===== src/rtl/sysid_verifier.sv =====
//------------------------------------------------------------------------------
// sysid_verifier: reads the sysid ID and timestamp words and compares them to
// expected constants. Optional retry passes on mismatch: SYSID_VERIFIER_RETRY_EN.
// Revision: 1.0
//------------------------------------------------------------------------------
`default_nettype none

module sysid_verifier #(
  parameter logic [31:0] EXPECTED_ID  = 32'h0000_0000,
  parameter logic [31:0] EXPECTED_TS  = 32'h534D_4BA5,
  parameter int          READ_LATENCY = 1,
  parameter int          RETRY_MAX    = 3
) (
  input  logic        clock,
  input  logic        reset,
  input  logic        start,
  output logic        sysid_address,
  output logic        sysid_read,
  input  logic [31:0] sysid_readdata,
  output logic        busy,
  output logic        done,
  output logic        id_ok,
  output logic        ts_ok,
  output logic [31:0] id_value,
  output logic [31:0] ts_value,
  output logic [3:0]  attempts
);

  if (READ_LATENCY < 0 || READ_LATENCY > 7 || RETRY_MAX < 0 || RETRY_MAX > 15) begin : g_param_check
    $error("sysid_verifier: READ_LATENCY or RETRY_MAX out of range");
  end

  typedef enum logic [2:0] {
    IDLE  = 3'd0,
    RD_ID = 3'd1,
    RD_TS = 3'd2,
    CHECK = 3'd3,
    DONE  = 3'd4
  } state_t;

  localparam logic [2:0] LAST_CNT = 3'(READ_LATENCY);

  state_t      state_q, state_d;
  logic [2:0]  cnt_q, cnt_d;
  logic [31:0] id_value_q, id_value_d;
  logic [31:0] ts_value_q, ts_value_d;
  logic        id_ok_q, id_ok_d;
  logic        ts_ok_q, ts_ok_d;
  logic [3:0]  attempts_q, attempts_d;
  logic        done_q, done_d;

  logic id_match;
  logic ts_match;

  assign id_match = (id_value_q == EXPECTED_ID);
  assign ts_match = (ts_value_q == EXPECTED_TS);

  always_comb begin
    state_d    = state_q;
    cnt_d      = cnt_q;
    id_value_d = id_value_q;
    ts_value_d = ts_value_q;
    id_ok_d    = id_ok_q;
    ts_ok_d    = ts_ok_q;
    attempts_d = attempts_q;
    done_d     = 1'b0;
    case (state_q)
      IDLE: begin
        if (start) begin
          state_d    = RD_ID;
          cnt_d      = 3'd0;
          id_ok_d    = 1'b0;
          ts_ok_d    = 1'b0;
          attempts_d = 4'd1;
        end
      end
      RD_ID: begin
        if (cnt_q == LAST_CNT) begin
          id_value_d = sysid_readdata;
          state_d    = RD_TS;
          cnt_d      = 3'd0;
        end else begin
          cnt_d = cnt_q + 3'd1;
        end
      end
      RD_TS: begin
        if (cnt_q == LAST_CNT) begin
          ts_value_d = sysid_readdata;
          state_d    = CHECK;
          cnt_d      = 3'd0;
        end else begin
          cnt_d = cnt_q + 3'd1;
        end
      end
      CHECK: begin
        id_ok_d = id_match;
        ts_ok_d = ts_match;
        state_d = DONE;
`ifdef SYSID_VERIFIER_RETRY_EN
        // attempts is 4 bits, so a pass count of 15 must stop even if RETRY_MAX allows more
        if (!(id_match && ts_match) && (attempts_q <= 4'(RETRY_MAX)) && (attempts_q != 4'hF)) begin
          state_d    = RD_ID;
          cnt_d      = 3'd0;
          attempts_d = attempts_q + 4'd1;
        end
`endif
      end
      DONE: begin
        done_d  = 1'b1;
        state_d = IDLE;
      end
      default: state_d = IDLE;
    endcase
  end

  always_ff @(posedge clock or posedge reset) begin
    if (reset) begin
      state_q    <= IDLE;
      cnt_q      <= 3'd0;
      id_value_q <= 32'd0;
      ts_value_q <= 32'd0;
      id_ok_q    <= 1'b0;
      ts_ok_q    <= 1'b0;
      attempts_q <= 4'd0;
      done_q     <= 1'b0;
    end else begin
      state_q    <= state_d;
      cnt_q      <= cnt_d;
      id_value_q <= id_value_d;
      ts_value_q <= ts_value_d;
      id_ok_q    <= id_ok_d;
      ts_ok_q    <= ts_ok_d;
      attempts_q <= attempts_d;
      done_q     <= done_d;
    end
  end

  assign sysid_read    = (state_q == RD_ID) || (state_q == RD_TS);
  assign sysid_address = (state_q == RD_TS);
  assign busy          = (state_q != IDLE);
  assign done          = done_q;
  assign id_ok         = id_ok_q;
  assign ts_ok         = ts_ok_q;
  assign id_value      = id_value_q;
  assign ts_value      = ts_value_q;
  assign attempts      = attempts_q;

endmodule

`default_nettype wire


===== config.mk =====
export PLATFORM = sky130hd
export DESIGN_NAME = sysid_verifier
export DESIGN_NICKNAME = d
export VERILOG_FILES = /design/src/rtl/sysid_verifier.sv
export SDC_FILE = /design/constraint.sdc
export NUM_CORES = 1
export LEC_CHECK = 0
export CAP_MARGIN = 5
export CORE_MARGIN = 3
export CORE_UTILIZATION = 45
export DETAILED_ROUTE_END_ITERATION = 12
export GPL_ROUTABILITY_DRIVEN = 0
export PLACE_DENSITY = 0.85
export SYNTH_ARGS = -nofsm -noshare
export SYNTH_HDL_FRONTEND = slang
export SYNTH_SLANG_ARGS = --single-unit

===== constraint.sdc =====
create_clock -name clock -period 3.1 [get_ports clock]
set_input_delay 0.93 -clock clock [delete_from_list [all_inputs] [get_ports clock]]
set_output_delay 0.93 -clock clock [all_outputs]
set_load 0.03 [all_outputs]

* Word-level counts from Yosys, hierarchy flattened *
Index checks and enable logic that the tools add are counted.

storage, ports and cells
  logic and storage cells = 42
  output and inout bits = 74
  flip-flop bits (word level) = 74
  input port bits = 35

cells by class
  add/sub/neg operators = 1
  reductions and logical operators = 13
  equal/unequal tests = 9
  muxes and demuxes = 11

operators with widths
  cell                    number
  $eq A32 B31 Y1 const B  1
  $logic_not A32 Y1       1
  $mux W3                 5
  $pmux W3 S4             1
  $reduce_and A2 Y1       5
  $eq A3 B1 Y1 const B    2
  $eq A3 B2 Y1 const B    2
  $pmux W3 S2             1
  $ne A2 B2 Y1 const B    2
  $pmux W1 S2             2
  $reduce_bool A2 Y1      2
  $add A3 B1 Y3 const B   1
  $eq A3 B3 Y1 const B    1
  $logic_not A3 Y1        1
  $reduce_and A3 Y1       1
  $reduce_bool A3 Y1      1
  $mux W1                 2
  $ne A2 B1 Y1 const B    1
  $reduce_or A2 Y1        1
  $logic_or A1 B1 Y1      1

* Logic depth before layout (Yosys ltp) *
Gate-level depths: netlist of the first run.

  depth after elaboration = 4
  mapped depth = 5
  gate-level depth less buffers = 4

* Worst setup path after synthesis of the first run *
No wires, ideal clock.

  path type = reg2out
  from = reg state_q[1]
  to = out sysid_read
  arrival time = 1207 ps
  data required time = 2170 ps
  buffers on the path = 1
  slack = 963 ps
  cell stages (with the launch flop) = 4
  cells stage by stage = dfrtp_1 -> buf_4 -> xnor2_1 -> nor2_1

between the ends
  cells in the longest elaborated chain, start to end = 2
  elaborated cells on any way between the ends = 3
  those cells by class = 2 x eq/ne; 1 x reduce/logical

RTL lines
  item                                          line  source
  from (decl)                                   43    state_t state_q, state_d;
  from (signal assigned)                        127   state_q <= state_d;
  $eq A3 B1 Y1 or $eq A3 B2 Y1 (tied branches)  138   assign sysid_read = (state_q == RD_ID) || (state_q == RD_TS);
  $logic_or A1 B1 Y1 *                          138
  to (decl)                                     18    output logic sysid_read,

Mark *: on every way between the ends. The rest lies on a longest branch, timed or not.

* Worst setup path after layout of the first run *
  from = reg state_q[1]
  to = out sysid_address

between the ends
  cells in the longest elaborated chain, start to end = 1

RTL lines
  item          line  source
  $eq A3 B2 Y1  139   assign sysid_address = (state_q == RD_TS);
  to (decl)     17    output logic sysid_address,

No other way between the ends.

==> impl_metrics.tcl, run 1 <==
set metrics [dict create \
    pwr-share-clk_pct 12.9 \
    dpl_worst_slack_ps 621.8 \
    cts_hold_buffers 0 \
    num-fill-cells 536 \
    slew_headroom_pct 52.08 \
    cts_root_buffer "clkbuf_8" \
    cts_sinks 74 \
    die_y_um 90.25 \
    synth-async-reset-ratio_pct 100.0 \
    core-area_um2 6832 \
    p_seq_share_pct 33.2 \
    area_delta_synth_final_pct 40.54 \
    cp_max_fo 8 \
    vias_per_cell 5.029 \
    numCtsBuffers 9 \
    first_pass_iters 4 \
    ys.flop_type "dfrtp_1" \
    synth_area_um2 3194 \
    fin_ws_ps 264.6 \
    timing.fmax_mhz 352.7 \
    switching_power_w 0.002336 \
    arrival_ps 1910 \
    antenna_found_initial 0 \
    grt_pass1_wl_mm 11.84 \
    clock_latency_ps 340 \
    power_frac_comb_pct 53.9 \
    critPathKind "flop to output pin" \
    die_w_um 90.25 \
    worst_pin_slew_ps 717.8 \
    internal_power_w 0.003335 \
    initial_core_util_pct 46.76 \
    end_kind "output pin" \
    hold_violations 0 \
    ff_latch_area_um2 1852 \
    setup_viol 0 \
    switching_share_pct 41.19 \
    ctsLongestPathBuffers 2 \
    slew_viol_final 0 \
    nNetsFinal 349 \
    n_antenna_cell 0 \
    synth.distinct_cells 32 \
    status "complete, no violations" \
    num_vias 2087 \
    detailed_place_hpwl_mm 5.239 \
    hp-class "flop to flop" \
    grt_max_degree 42 \
    period_needed_ps 2835 \
    synth_edf_count 0 \
    critical_path.startpoint "state_q[1]" \
    rsz0062_at_grt "no" \
    pin_count 109 \
    avgSynthCellArea_um2 15.58 \
    timing.rr.start "cnt_q[0]" \
    post-route-period-util_pct 91.46 \
    fin_setup_tns_ps 0 \
    portBuffers 105 \
    drive_gt1_share_pct 28.21 \
    holdWs_ps 492.4 \
    p_leak_nw 1.978 \
    synth.yosys.seq_area_share_pct 57.97 \
    hp-start "attempts[0]" \
    drt-total-wl_mm 7.208 \
    cts_max_level 3 \
    multi_input_area_um2 1230 \
    cts.clk_slew.worst_paths_ps 80 \
    clock_skew_ps 11.99 \
    startpoint_type "flop" \
    rows 30 \
    ant_nets 0 \
    drtIter0Drc 68 \
    first_global_vias 2184 \
    cts_tree "yes" \
    cp.required_ps 2170 \
    post-cts-setup-buffers 0 \
    synthCells 205 \
    drc 0 \
    cts_resized 0 \
    ir_drop_mv 0.7451 \
    routedWlPerCell_um 17.37 \
    synth-seq-cells 74 \
    maxCapViolations 0 \
    dieArea_um2 8145 \
    powerDensity_nw_per_um2 1263 \
    grt-ovfl-total 0 \
    track_usage_pct 18.45 \
    yosysWarnings 0 \
]
[worst paths after layout]
path	slack, ps	cells past startpoint	endpoint
max in group asynchronous	1390	3	cnt_q[1]
hold reg to reg	490	1	attempts[0]
setup reg to reg	1210	4	id_value[5]
hold / removal	490	1	attempts[0]
min in group asynchronous	1050	2	id_value[2]
setup / recovery	260	2	sysid_address
[final cells by class]
type / count / area share, %
inverters: 4 / 0.3344
well taps: 96 / 2.676
clock buffers: 9 / 2.759
multi-input cells: 118 / 27.40
repair buffers: 107 / 24.02
flip-flops and latches: 74 / 41.25
clock inverters: 7 / 1.561
[sequential cells by signal, indices dropped and copies added, names as in the netlist]
name      flops
ts_ok         1
cnt_q         3
id_value     32
attempts      1
id_ok         1
state_q       3
done          1
ts_value     32
[cells by family (layout without fill, tap and decap cells)]
logic type                Yosys count  count (layout)  share of synthesized area, %
muxes                              66              66                         27.11
buffers and inverters              15             127                         3.760
DFF                                74              74                         57.97
xor gates and xnor gates            1               1                        0.2742
other                               1               3                        0.1174
AOI/OAI and AO/OA                   8               8                         1.880
and+or+nand+nor                    40              40                         8.891
[power groups by stage]
stage / clock network (W) / logic [W] / registers, W
floorplan: 0 / 0.00112 / 0.00264
global placement: 0 / 0.00303 / 0.00187
detailed placement: 0 / 0.00308 / 0.00189
CTS: 0.000738 / 0.00309 / 0.00188
global route: 0.000790 / 0.00320 / 0.00196
finish: 0.000731 / 0.00306 / 0.00188
[synth_stat cells (2+ instances only)]
library cell  count  share of area [%]
nor2_1            2               0.24
mux2_4           33                 16
nor4_1            9                1.8
nand4_1           3               0.59
buf_4             5                1.2
nor3b_2           2               0.78
dfrtp_1          74                 58
mux2_2           32                 11
nor4bb_1          4                1.3
nand3b_1          2               0.47
inv_1             3               0.35
o31ai_1           3               0.71
nor3_1            3               0.47
nand2_1           4               0.47
nand2_4           2               0.71
nand3_1           3               0.47
buf_6             6                2.1
[per-layer routing]
layer	wire [um]	vias to the layer above	global-route usage (%)
met5	0	-	0
met4	81	0	5.740
met3	408	7	4.417
met2	3491	68	29.06
met1	3226	1048	25.41
li1	-	964	-
[metrics by stage]
| stage | instances | instance area, um2 | util (%) | power (W) |
|---|---|---|---|---|
| floorplan | 207 | 3202 | - | 0.003758 |
| detailed placement | 399 | 4295 | 62.88 | 0.004974 |
| global route | 415 | 4489 | 65.71 | 0.005947 |
| CTS | 415 | 4489 | 65.71 | 0.005712 |
| finish | 415 | 4489 | 65.71 | 0.005671 |
| global placement | 399 | 4295 | 62.88 | 0.004898 |
[layout by cell type, fill, tap and decap left out, types with 4 or more instances in the layout]
| cell type | synthesis | routed |
|---|---|---|
| nand2_1 | 4 | 4 |
| clkbuf_8 | 0 | 9 |
| dfrtp_1 | 74 | 74 |
| nor4_1 | 9 | 9 |
| nor4bb_1 | 4 | 4 |
| mux2_2 | 32 | 32 |
| clkdlybuf4s50_1 | 0 | 105 |
| mux2_4 | 33 | 33 |
[critical path: stages (launching register included)]
cell and delay (ps):
dfrtp_1 480, nor3b_2 350, clkdlybuf4s50_1 740
Note: power is estimated with default switching activity, not from simulation.
==> run 2, diff against run 1 <==
- SETUP_SLACK_MARGIN: default -> 0.5
==> run 2 against run 1 <==
  * Final cell count down 0.48%
  * Via count up 1.6%
  * Final area is 0.70% lower
  * Wire length down 0.22%
  * Highest routed layer unchanged
==> impl_metrics.tcl, run 2 (synthesis results as in run 1) <==
set metrics [dict create \
    portBuffers 105 \
    post-cts-setup-buffers 0 \
    dpl_cell_area_um2 4299 \
    post-route-period-util_pct 80.20 \
    fin_area_um2 4458 \
    startpoint_type "flop" \
    cp_slowest_cell "dfrtp_1" \
    cp.required_ps 2170 \
    die_y_um 90.25 \
    drt-total-wl_mm 7.192 \
    end_kind "output pin" \
    num_vias 2120 \
    ir_drop_mv 0.7284 \
    arrival_ps 1560 \
    rows 30 \
    grt_max_degree 39 \
    track_usage_pct 18.71 \
    cts_tree "yes" \
    status "complete, no violations" \
    dieArea_um2 8145 \
    antenna_found_initial 0 \
    period_needed_ps 2486 \
    powerDensity_nw_per_um2 1242 \
    num-fill-cells 553 \
    grt_pass1_wl_mm 11.82 \
    drc 0 \
    core-area_um2 6832 \
    first_global_vias 2251 \
    worst_pin_slew_ps 811.8 \
    cp_max_fo 8 \
    cts_sinks 74 \
    ant_nets 0 \
    rsz0062_at_grt "no" \
    die_w_um 90.25 \
    cts_root_buffer "clkbuf_8" \
    fin_setup_tns_ps 0 \
    clock_latency_ps 330 \
    mostFrequentLayoutCell "clkdlybuf4s50_1" \
    n_antenna_cell 0 \
    ff_latch_area_um2 1852 \
    cts.clk_slew.worst_paths_ps 70 \
    pin_count 109 \
    p_leak_nw 1.958 \
    ctsLongestPathBuffers 2 \
    crit_chain "nor3b_4, clkdlybuf4s15_1" \
    dp.cells 399 \
    hold_violations 0 \
    drive_gt1_share_pct 27.76 \
    multi_input_area_um2 1236 \
    slowest_delay_ps 490 \
    maxCapViolations 0 \
    cts_max_level 3 \
    timing.fmax_mhz 402.2 \
    clock_skew_ps 7.324 \
    holdWs_ps 472.0 \
    critPathKind "flop to output pin" \
    detailed_place_hpwl_mm 5.315 \
    initial_core_util_pct 46.76 \
    final_cell_mix "clkdlybuf4s50_1 (102), dfrtp_1 (74), mux2_4 (33)" \
    hp-class "flop to flop" \
    routedWlPerCell_um 17.41 \
    area_delta_synth_final_pct 39.56 \
    nNetsFinal 349 \
    vias_per_cell 5.133 \
    drtIter0Drc 60 \
    numCtsBuffers 9 \
    layout.cells.non_filler 413 \
    slew_headroom_pct 45.77 \
    setup_viol 0 \
    grt-ovfl-total 0 \
    slew_viol_final 0 \
    first_pass_iters 4 \
]
-- run 2: worst paths after layout --
| check | slack, ps | start | cells after the start | to |
|---|---|---|---|---|
| worst max-delay path | 610 | state_q[1] | 2 | sysid_address |
| worst min-delay path | 470 | attempts[0] | 1 | attempts[0] |
| worst max register to register | 1270 | cnt_q[0] | 4 | id_value[8] |
| worst min register to register | 470 | attempts[0] | 1 | attempts[0] |
| max in group asynchronous | 1360 | reset | 3 | id_value[11] |
| min in group asynchronous | 1090 | reset | 2 | id_value[0] |
-- run 2: through the flow --
stage	total power (W)	util, %	setup slack [ps]
2_1_floorplan	0.003758	-	963.4
3_3_place_gp	0.004896	62.93	654.4
3_5_place_dp	0.004957	62.93	613.9
4_1_cts	0.005591	65.20	520.7
5_1_grt	0.005813	65.26	519.2
6_report	0.005539	65.26	613.8
-- run 2: critical path, delay by kind of cell, from the launching register on --
kind	cells	cell delay [ps]
buffers and inverters	1	410
flip-flops	1	490
AND/OR/NAND/NOR	1	320
-- run 2: repair_timing --
item                       CTS  global route
setup endpoints to repair    3             2
gates resized for setup      3             4
hold buffers                 0             0
-- run 2: cell type report --
class,instances,share of cell area (%)
clock buffer,11,3.171
clock inverter,3,0.3929
inverter,4,0.4210
multi-input combinational,118,27.73
sequential,74,41.54
tap,96,2.694
timing repair buffer,107,24.05
-- run 2: where the power goes --
part | internal [W] | switching, W
clock | 0.000301 | 0.000324
sequential | 0.00144 | 0.000444
combinational | 0.00151 | 0.00152
-- run 2: metal layers --
layer | global-route usage (%) | part of all wire, % | up-vias
met5 | 0 | 0 | -
li1 | - | - | 965
met4 | 6.505 | 1.4 | 0
met2 | 31.18 | 51 | 64
met3 | 5.750 | 4.9 | 10
met1 | 23.11 | 43 | 1081
